### src/rtl/a51_wb_pkg.sv
// Shared constants and state type for the A5/1 Wishbone initiator.
// Register offsets are relative to the peripheral base address.
package a51_wb_pkg;

    localparam logic [31:0] OFS_CTRL   = 32'h00;
    localparam logic [31:0] OFS_STATUS = 32'h04;
    localparam logic [31:0] OFS_KEY_LO = 32'h08;
    localparam logic [31:0] OFS_KEY_HI = 32'h0C;
    localparam logic [31:0] OFS_FRAME  = 32'h10;
    localparam logic [31:0] OFS_KS     = 32'h14;

    localparam int STATUS_READY_BIT = 0;

    typedef enum logic [2:0] {
        ST_IDLE,
        ST_WR_KLO,
        ST_WR_KHI,
        ST_WR_FRM,
        ST_WR_GO,
        ST_POLL,
        ST_RD_KS,
        ST_PUSH
    } state_t;

endpackage

### src/rtl/wb_master_port.sv
// Single Wishbone classic transaction engine. Optional ack watchdog is built
// only when A51_MASTER_TIMEOUT_EN is defined.
module wb_master_port #(
    parameter int unsigned TIMEOUT_CYCLES = 255
) (
    input  logic        clk,
    input  logic        srst,
    input  logic        i_req,
    input  logic        i_we,
    input  logic [31:0] i_addr,
    input  logic [31:0] i_wdata,
    output logic        o_done,
    output logic        o_timeout,
    output logic [31:0] o_rdata,
    output logic        o_cyc,
    output logic        o_stb,
    output logic        o_we,
    output logic [3:0]  o_sel,
    output logic [31:0] o_adr,
    output logic [31:0] o_dat,
    input  logic        i_ack,
    input  logic [31:0] i_dat
);

    logic        r_cyc;
    logic        r_we;
    logic [31:0] r_adr;
    logic [31:0] r_dat;
    logic        w_start;
    logic        w_ack;
    logic        w_timeout;

    // A request is only taken while idle; the ack edge never restarts, which
    // guarantees an idle cycle between back-to-back transactions.
    assign w_start = i_req && !r_cyc;
    assign w_ack   = r_cyc && i_ack;

`ifdef A51_MASTER_TIMEOUT_EN
    localparam logic [15:0] TMO_LAST = 16'(TIMEOUT_CYCLES - 1);
    logic [15:0] r_tmo_cnt;

    always_ff @(posedge clk) begin
        if (srst || w_start) begin
            r_tmo_cnt <= '0;
        end else if (r_cyc) begin
            r_tmo_cnt <= r_tmo_cnt + 16'd1;
        end
    end

    assign w_timeout = r_cyc && !i_ack && (r_tmo_cnt == TMO_LAST);
`else
    logic w_unused_tmo;
    assign w_unused_tmo = (TIMEOUT_CYCLES == 0);
    assign w_timeout    = 1'b0;
`endif

    always_ff @(posedge clk) begin
        if (srst) begin
            r_cyc <= 1'b0;
            r_we  <= 1'b0;
            r_adr <= '0;
            r_dat <= '0;
        end else if (w_start) begin
            r_cyc <= 1'b1;
            r_we  <= i_we;
            r_adr <= i_addr;
            r_dat <= i_wdata;
        end else if (w_ack || w_timeout) begin
            r_cyc <= 1'b0;
            r_we  <= 1'b0;
            r_adr <= '0;
            r_dat <= '0;
        end
    end

    assign o_done    = w_ack;
    assign o_timeout = w_timeout;
    assign o_rdata   = i_dat;
    assign o_cyc     = r_cyc;
    assign o_stb     = r_cyc;
    assign o_we      = r_we;
    assign o_sel     = r_cyc ? 4'hF : 4'h0;
    assign o_adr     = r_adr;
    assign o_dat     = r_dat;

endmodule

### src/rtl/a51_wb_master.sv
// Session sequencer driving the A5/1 peripheral over Wishbone and streaming
// keystream words out. A51_MASTER_TIMEOUT_EN enables the ack watchdog and err.
module a51_wb_master
    import a51_wb_pkg::*;
#(
    parameter logic [31:0] BASE_ADDR      = 32'h3000_0000,
    parameter int unsigned WORDS          = 4,
    parameter int unsigned TIMEOUT_CYCLES = 255
) (
    input  logic        wb_clk_i,
    input  logic        wb_rst_i,
    input  logic        cmd_valid,
    output logic        cmd_ready,
    input  logic [63:0] cmd_key,
    input  logic [21:0] cmd_frame,
    output logic        ks_valid,
    input  logic        ks_ready,
    output logic [31:0] ks_data,
    output logic        ks_last,
    output logic        busy,
    output logic        err,
    output logic        wbm_cyc_o,
    output logic        wbm_stb_o,
    output logic        wbm_we_o,
    output logic [3:0]  wbm_sel_o,
    output logic [31:0] wbm_adr_o,
    output logic [31:0] wbm_dat_o,
    input  logic        wbm_ack_i,
    input  logic [31:0] wbm_dat_i
);

    localparam logic [3:0] LAST_WORD = 4'(WORDS - 1);

    state_t      r_state;
    state_t      w_state_next;
    logic [63:0] r_key;
    logic [21:0] r_frame;
    logic [3:0]  r_word_cnt;
    logic [31:0] r_ks_data;
    logic        w_req;
    logic        w_we;
    logic [31:0] w_addr;
    logic [31:0] w_wdata;
    logic        w_done;
    logic        w_timeout;
    logic [31:0] w_rdata;
    logic        w_last;

    assign w_last = (r_word_cnt == LAST_WORD);

    wb_master_port #(
        .TIMEOUT_CYCLES(TIMEOUT_CYCLES)
    ) u_port (
        .clk      (wb_clk_i),
        .srst     (wb_rst_i),
        .i_req    (w_req),
        .i_we     (w_we),
        .i_addr   (w_addr),
        .i_wdata  (w_wdata),
        .o_done   (w_done),
        .o_timeout(w_timeout),
        .o_rdata  (w_rdata),
        .o_cyc    (wbm_cyc_o),
        .o_stb    (wbm_stb_o),
        .o_we     (wbm_we_o),
        .o_sel    (wbm_sel_o),
        .o_adr    (wbm_adr_o),
        .o_dat    (wbm_dat_o),
        .i_ack    (wbm_ack_i),
        .i_dat    (wbm_dat_i)
    );

    always_comb begin
        w_state_next = r_state;
        w_req        = 1'b0;
        w_we         = 1'b0;
        w_addr       = BASE_ADDR + OFS_CTRL;
        w_wdata      = '0;
        case (r_state)
            ST_IDLE: begin
                if (cmd_valid) w_state_next = ST_WR_KLO;
            end
            ST_WR_KLO: begin
                w_req   = 1'b1;
                w_we    = 1'b1;
                w_addr  = BASE_ADDR + OFS_KEY_LO;
                w_wdata = r_key[31:0];
                if (w_done) w_state_next = ST_WR_KHI;
            end
            ST_WR_KHI: begin
                w_req   = 1'b1;
                w_we    = 1'b1;
                w_addr  = BASE_ADDR + OFS_KEY_HI;
                w_wdata = r_key[63:32];
                if (w_done) w_state_next = ST_WR_FRM;
            end
            ST_WR_FRM: begin
                w_req   = 1'b1;
                w_we    = 1'b1;
                w_addr  = BASE_ADDR + OFS_FRAME;
                w_wdata = {10'b0, r_frame};
                if (w_done) w_state_next = ST_WR_GO;
            end
            ST_WR_GO: begin
                w_req   = 1'b1;
                w_we    = 1'b1;
                w_addr  = BASE_ADDR + OFS_CTRL;
                w_wdata = 32'h1;
                if (w_done) w_state_next = ST_POLL;
            end
            ST_POLL: begin
                w_req  = 1'b1;
                w_addr = BASE_ADDR + OFS_STATUS;
                if (w_done && w_rdata[STATUS_READY_BIT]) w_state_next = ST_RD_KS;
            end
            ST_RD_KS: begin
                w_req  = 1'b1;
                w_addr = BASE_ADDR + OFS_KS;
                if (w_done) w_state_next = ST_PUSH;
            end
            ST_PUSH: begin
                // Launch the next KS read on the handshake edge itself so
                // each further word costs two cycles.
                if (ks_ready) begin
                    if (w_last) begin
                        w_state_next = ST_IDLE;
                    end else begin
                        w_state_next = ST_RD_KS;
                        w_req        = 1'b1;
                        w_addr       = BASE_ADDR + OFS_KS;
                    end
                end
            end
            default: w_state_next = ST_IDLE;
        endcase
        if (w_timeout) w_state_next = ST_IDLE;
    end

    always_ff @(posedge wb_clk_i) begin
        if (wb_rst_i) begin
            r_state    <= ST_IDLE;
            r_key      <= '0;
            r_frame    <= '0;
            r_word_cnt <= '0;
            r_ks_data  <= '0;
        end else begin
            r_state <= w_state_next;
            if (r_state == ST_IDLE && cmd_valid) begin
                r_key      <= cmd_key;
                r_frame    <= cmd_frame;
                r_word_cnt <= '0;
            end
            if (r_state == ST_RD_KS && w_done) r_ks_data <= w_rdata;
            if (r_state == ST_PUSH && ks_ready) r_word_cnt <= r_word_cnt + 4'd1;
        end
    end

`ifdef A51_MASTER_TIMEOUT_EN
    logic r_err;
    always_ff @(posedge wb_clk_i) begin
        if (wb_rst_i) r_err <= 1'b0;
        else          r_err <= w_timeout;
    end
    assign err = r_err;
`else
    assign err = 1'b0;
`endif

    assign cmd_ready = (r_state == ST_IDLE);
    assign busy      = (r_state != ST_IDLE);
    assign ks_valid  = (r_state == ST_PUSH);
    assign ks_data   = r_ks_data;
    assign ks_last   = ks_valid && w_last;

endmodule

### config.mk
export PLATFORM = sky130hd
export DESIGN_NAME = a51_wb_master
export DESIGN_NICKNAME = d
export VERILOG_FILES = /design/src/rtl/a51_wb_pkg.sv /design/src/rtl/wb_master_port.sv /design/src/rtl/a51_wb_master.sv
export SDC_FILE = /design/constraint.sdc
export NUM_CORES = 1
export LEC_CHECK = 0
export ABC_CLOCK_PERIOD_IN_PS = 4700
export BUFFER_PORTS_ARGS = -buffer_cell sky130_fd_sc_hd__buf_2
export CAP_MARGIN = 30
export CORE_MARGIN = 3
export CORE_UTILIZATION = 54
export CTS_CLUSTER_SIZE = 28
export DETAILED_ROUTE_END_ITERATION = 8
export PLACE_DENSITY = 0.89
export SYNTH_ARGS = -nofsm -noshare
export SYNTH_HDL_FRONTEND = slang
export SYNTH_SLANG_ARGS = --single-unit
### constraint.sdc
create_clock -name wb_clk_i -period 4.7 [get_ports wb_clk_i]
set_input_delay 0.47 -clock wb_clk_i [delete_from_list [all_inputs] [get_ports wb_clk_i]]
set_output_delay 0.47 -clock wb_clk_i [all_outputs]
set_load 0.1 [all_outputs]
==> results.md <==
* Final hold violations at 0
* Vias in the first global route at 5513
* CTS tree: done
* Nets at ~1100
* Adder-cell share of the synthesized area at 0.00186
* # rows at 40
* Lkg Pwr at 3.37 nW
* Worst path required time at 5.07 ns
* Comb power frac at 0.356
* VDD IR-drop max at ~0.31 mV
* Gr ovfl total at 0
* Sequential Power Share at 0.363
* RSZ-0062 raised after global routing: false
* Synth Cell Area at ~0.0067 mm²
* Mapped Cells at 791
* Crit path buf inv count at 0
* Io pins at 231
* CP Max Fanout at 35
* Final min period at 2.59 ns
* Crit-path cells: nand4b_1, o2111ai_4, and3b_2, a22o_2
* Area added between synthesis and finish at 20.5%
* Port bufs at about 200
* Psw at roughly 2 mW
* Final design utilization at 0.671
* Initial Util at 0.557
* ANT nets after route at 0
* # diodes at 0
* Post-synthesis xor/xnor area fraction at 0
* Status: complete, no violations
* Chip width at 118 µm
* GRT Overall Usage at 0.240
* Initial antenna violation count at 0
* Htree depth at 4
* Slew margin rel. at 0.309
* Data arrival, critical path at between 2 and 3 ns
* Setup crit start kind: register
* Placed cell count at 1098
* Largest stage delay on the critical path at between 0.8 and 0.9 ns
* CTS Buf Count at 17
* Total wire length at ~17000 µm
* Most common cell after layout, fill and taps aside: nand2_1
* Yosys warnings at 0
* Post-synthesis register bit count at 162
* Clk slew on worst S/H paths at around 0.06 ns
* DRC at 0
* Routed len/inst at 15.3 µm
* Gpl congestion at between 0.8 and 0.9
* Worst setup EP type: register
* Core area at around 0.012 mm²
* Most frequent cells in the layout: 238 x nand2_1, 201 x buf_2, 161 x dfxtp_1, 145 x a21oi_1, 31 x nor2_1
* Post-synthesis mux area share at 0.0328
* Fin cells at approximately 1100
* Die ar. at 0.0139 mm²
* Clk pwr share at 0.281
* DR vias/cell at ~5.3
* WHS at approximately 0.28 ns
* # setup viols final at 0
* Switching Share at 0.421
* Clk buf depth at 2
* Largest family of logic cells by synthesized area: compound AO/OA/AOI/OAI gates
* Setup TNS at 0 ns
* Fin. max-slew vios at 0
* First-pass GRT wire length at approximately 27000 µm
* # hold bufs at CTS at 0
* CTS resizes at 0
* Worst-margin pin slew at 1.04 ns
* Compound-gate portion of the synthesized area at 0.215
* Share of layout cells above drive strength 1 at 0.296
* Setup bufs post-CTS at 0
* Crit path kind: reg -> reg
* P_int at 2.68 mW
* Sequential cell area fraction in the yosys report at 0.481
* Tcrit/Tclk final at 0.551
* CTS Sinks at between 150 and 200
* HP Class: in -> reg
* Die height at about 120 µm
* Root cell of the clock tree: clkbuf_16
* CP max stage cell: and3b_2
* DP HPWL at ~12000 µm
* Synth area leaders: dfxtp_1 48%, nand2_1 13%, a21oi_1 11%
* MaxCap Viol Count at 0
* Largest net degree at the start of global routing at 70
* Synth area leader: dfxtp_1
* Power Dens Cells at approximately 570 mW/mm²
* Max Freq at ~390 MHz
* Clk_lat worst skew at roughly 0.43 ns
* TritonRoute pass-1 iters at 4
* Synth top area share at 0.481
* Vias at between 5000 and 6000
* Synth Area in Simple Gates at 0.179
* Mean Syn Cell Area at 8.52 µm²
* DRT iter0 DRCs at approximately 370
* Post-synth cell types at between 40 and 50
* Worst clock skew at roughly 0.010 ns
* Crit path max-delay family: simple AND/OR/NAND/NOR gates
==> per-layer routing <==
| metal | up-vias | routed length, µm | global-route usage |
|---|---|---|---|
| met4 | 0 | 357 | 0.0828 |
| li1 | 2917 | - | - |
| met1 | 2750 | 6930 | 0.279 |
| met3 | 35 | 1290 | 0.0730 |
| met2 | 249 | 8670 | 0.419 |
| met5 | - | 0 | 0 |
==> cell usage after synthesis, drive strengths merged <==
cell type and number:
a211oi 4, a21bo 1, a21oi 145, a221oi 1, a22o 2, a22oi 11
a2bb2oi 1, a31o 1, a31oi 2, a41oi 1, and3 1, and3b 1
and4 2, buf 64, clkbuf 33, conb 1, dfxtp 162, ha 1
inv 6, mux2 1, mux2i 21, nand2 239, nand2b 2, nand3 5
nand3b 1, nand4 2, nand4b 1, nor2 31, nor2b 3, nor3 2
nor4b 1, o2111ai 1, o21ai 4, o21bai 1, o221ai 1, o2bb2ai 32
or2 1, or3b 1, or4 1
==> metrics by stage <==
step / total power [mW] / area, µm² / setup WS (ns)
global placement: 3.31 / 7530 / 1.77
floorplan: 3.14 / 6840 / 1.99
detailed placement: 3.34 / 7550 / 1.75
CTS: 4.64 / 8110 / 1.65
finish: 4.63 / 8130 / 2.11
global route: 4.84 / 8130 / 1.92
==> registers in the layout, summed over array words and instances (netlist names) <==
signal        cells
ks_data          32
r_frame          22
r_key            64
r_state           3
r_word_cnt        4
u_port.o_adr      4
u_port.o_dat     32
u_port.o_we       1
==> cells by family after synthesis <==
logic type	count (synthesis)
and+or+nand+nor	294
buffers and inverters	103
muxes	22
adders and majority gates	1
other	1
DFF	162
AOI/OAI and AO/OA	208
==> layout make-up <==
class	count	area, µm²
Tap cell	168	210
Timing Repair Buffer	210	1090
Multi-Input combinational cell	553	3000
Inverter	6	22.5
Sequential cell	162	3240
Clock inverter	8	78.8
Fill cell	991	3990
Clock buffer	24	482
==> final timing paths <==
path | startpoint | endpoint | slack (ns) | cells past startpoint
max | r_state[0] | u_port.o_adr[4] | 2.11 | 4
min | cmd_frame[1] | r_frame[1] | 0.28 | 3
max reg2reg | r_state[0] | u_port.o_adr[4] | 2.11 | 4
min reg2reg | ks_data[26] | ks_data[26] | 0.45 | 2
==> worst reg2reg max path, delay by kind of cell, from the launching register on <==
family	cells	cell delay, ns
simple gates	2	1.24
flops	1	0.78
compound gates	2	0.53
==> power by group through the flow <==
| stage | logic [mW] | clock network [mW] | registers (mW) |
|---|---|---|---|
| CTS | 1.60 | 1.32 | 1.72 |
| global placement | 1.57 | 0 | 1.74 |
| floorplan | 1.29 | 0 | 1.85 |
| finish | 1.65 | 1.30 | 1.68 |
| detailed placement | 1.59 | 0 | 1.75 |
| global route | 1.76 | 1.37 | 1.70 |
No activity file was read; power rests on OpenSTA's default activity.
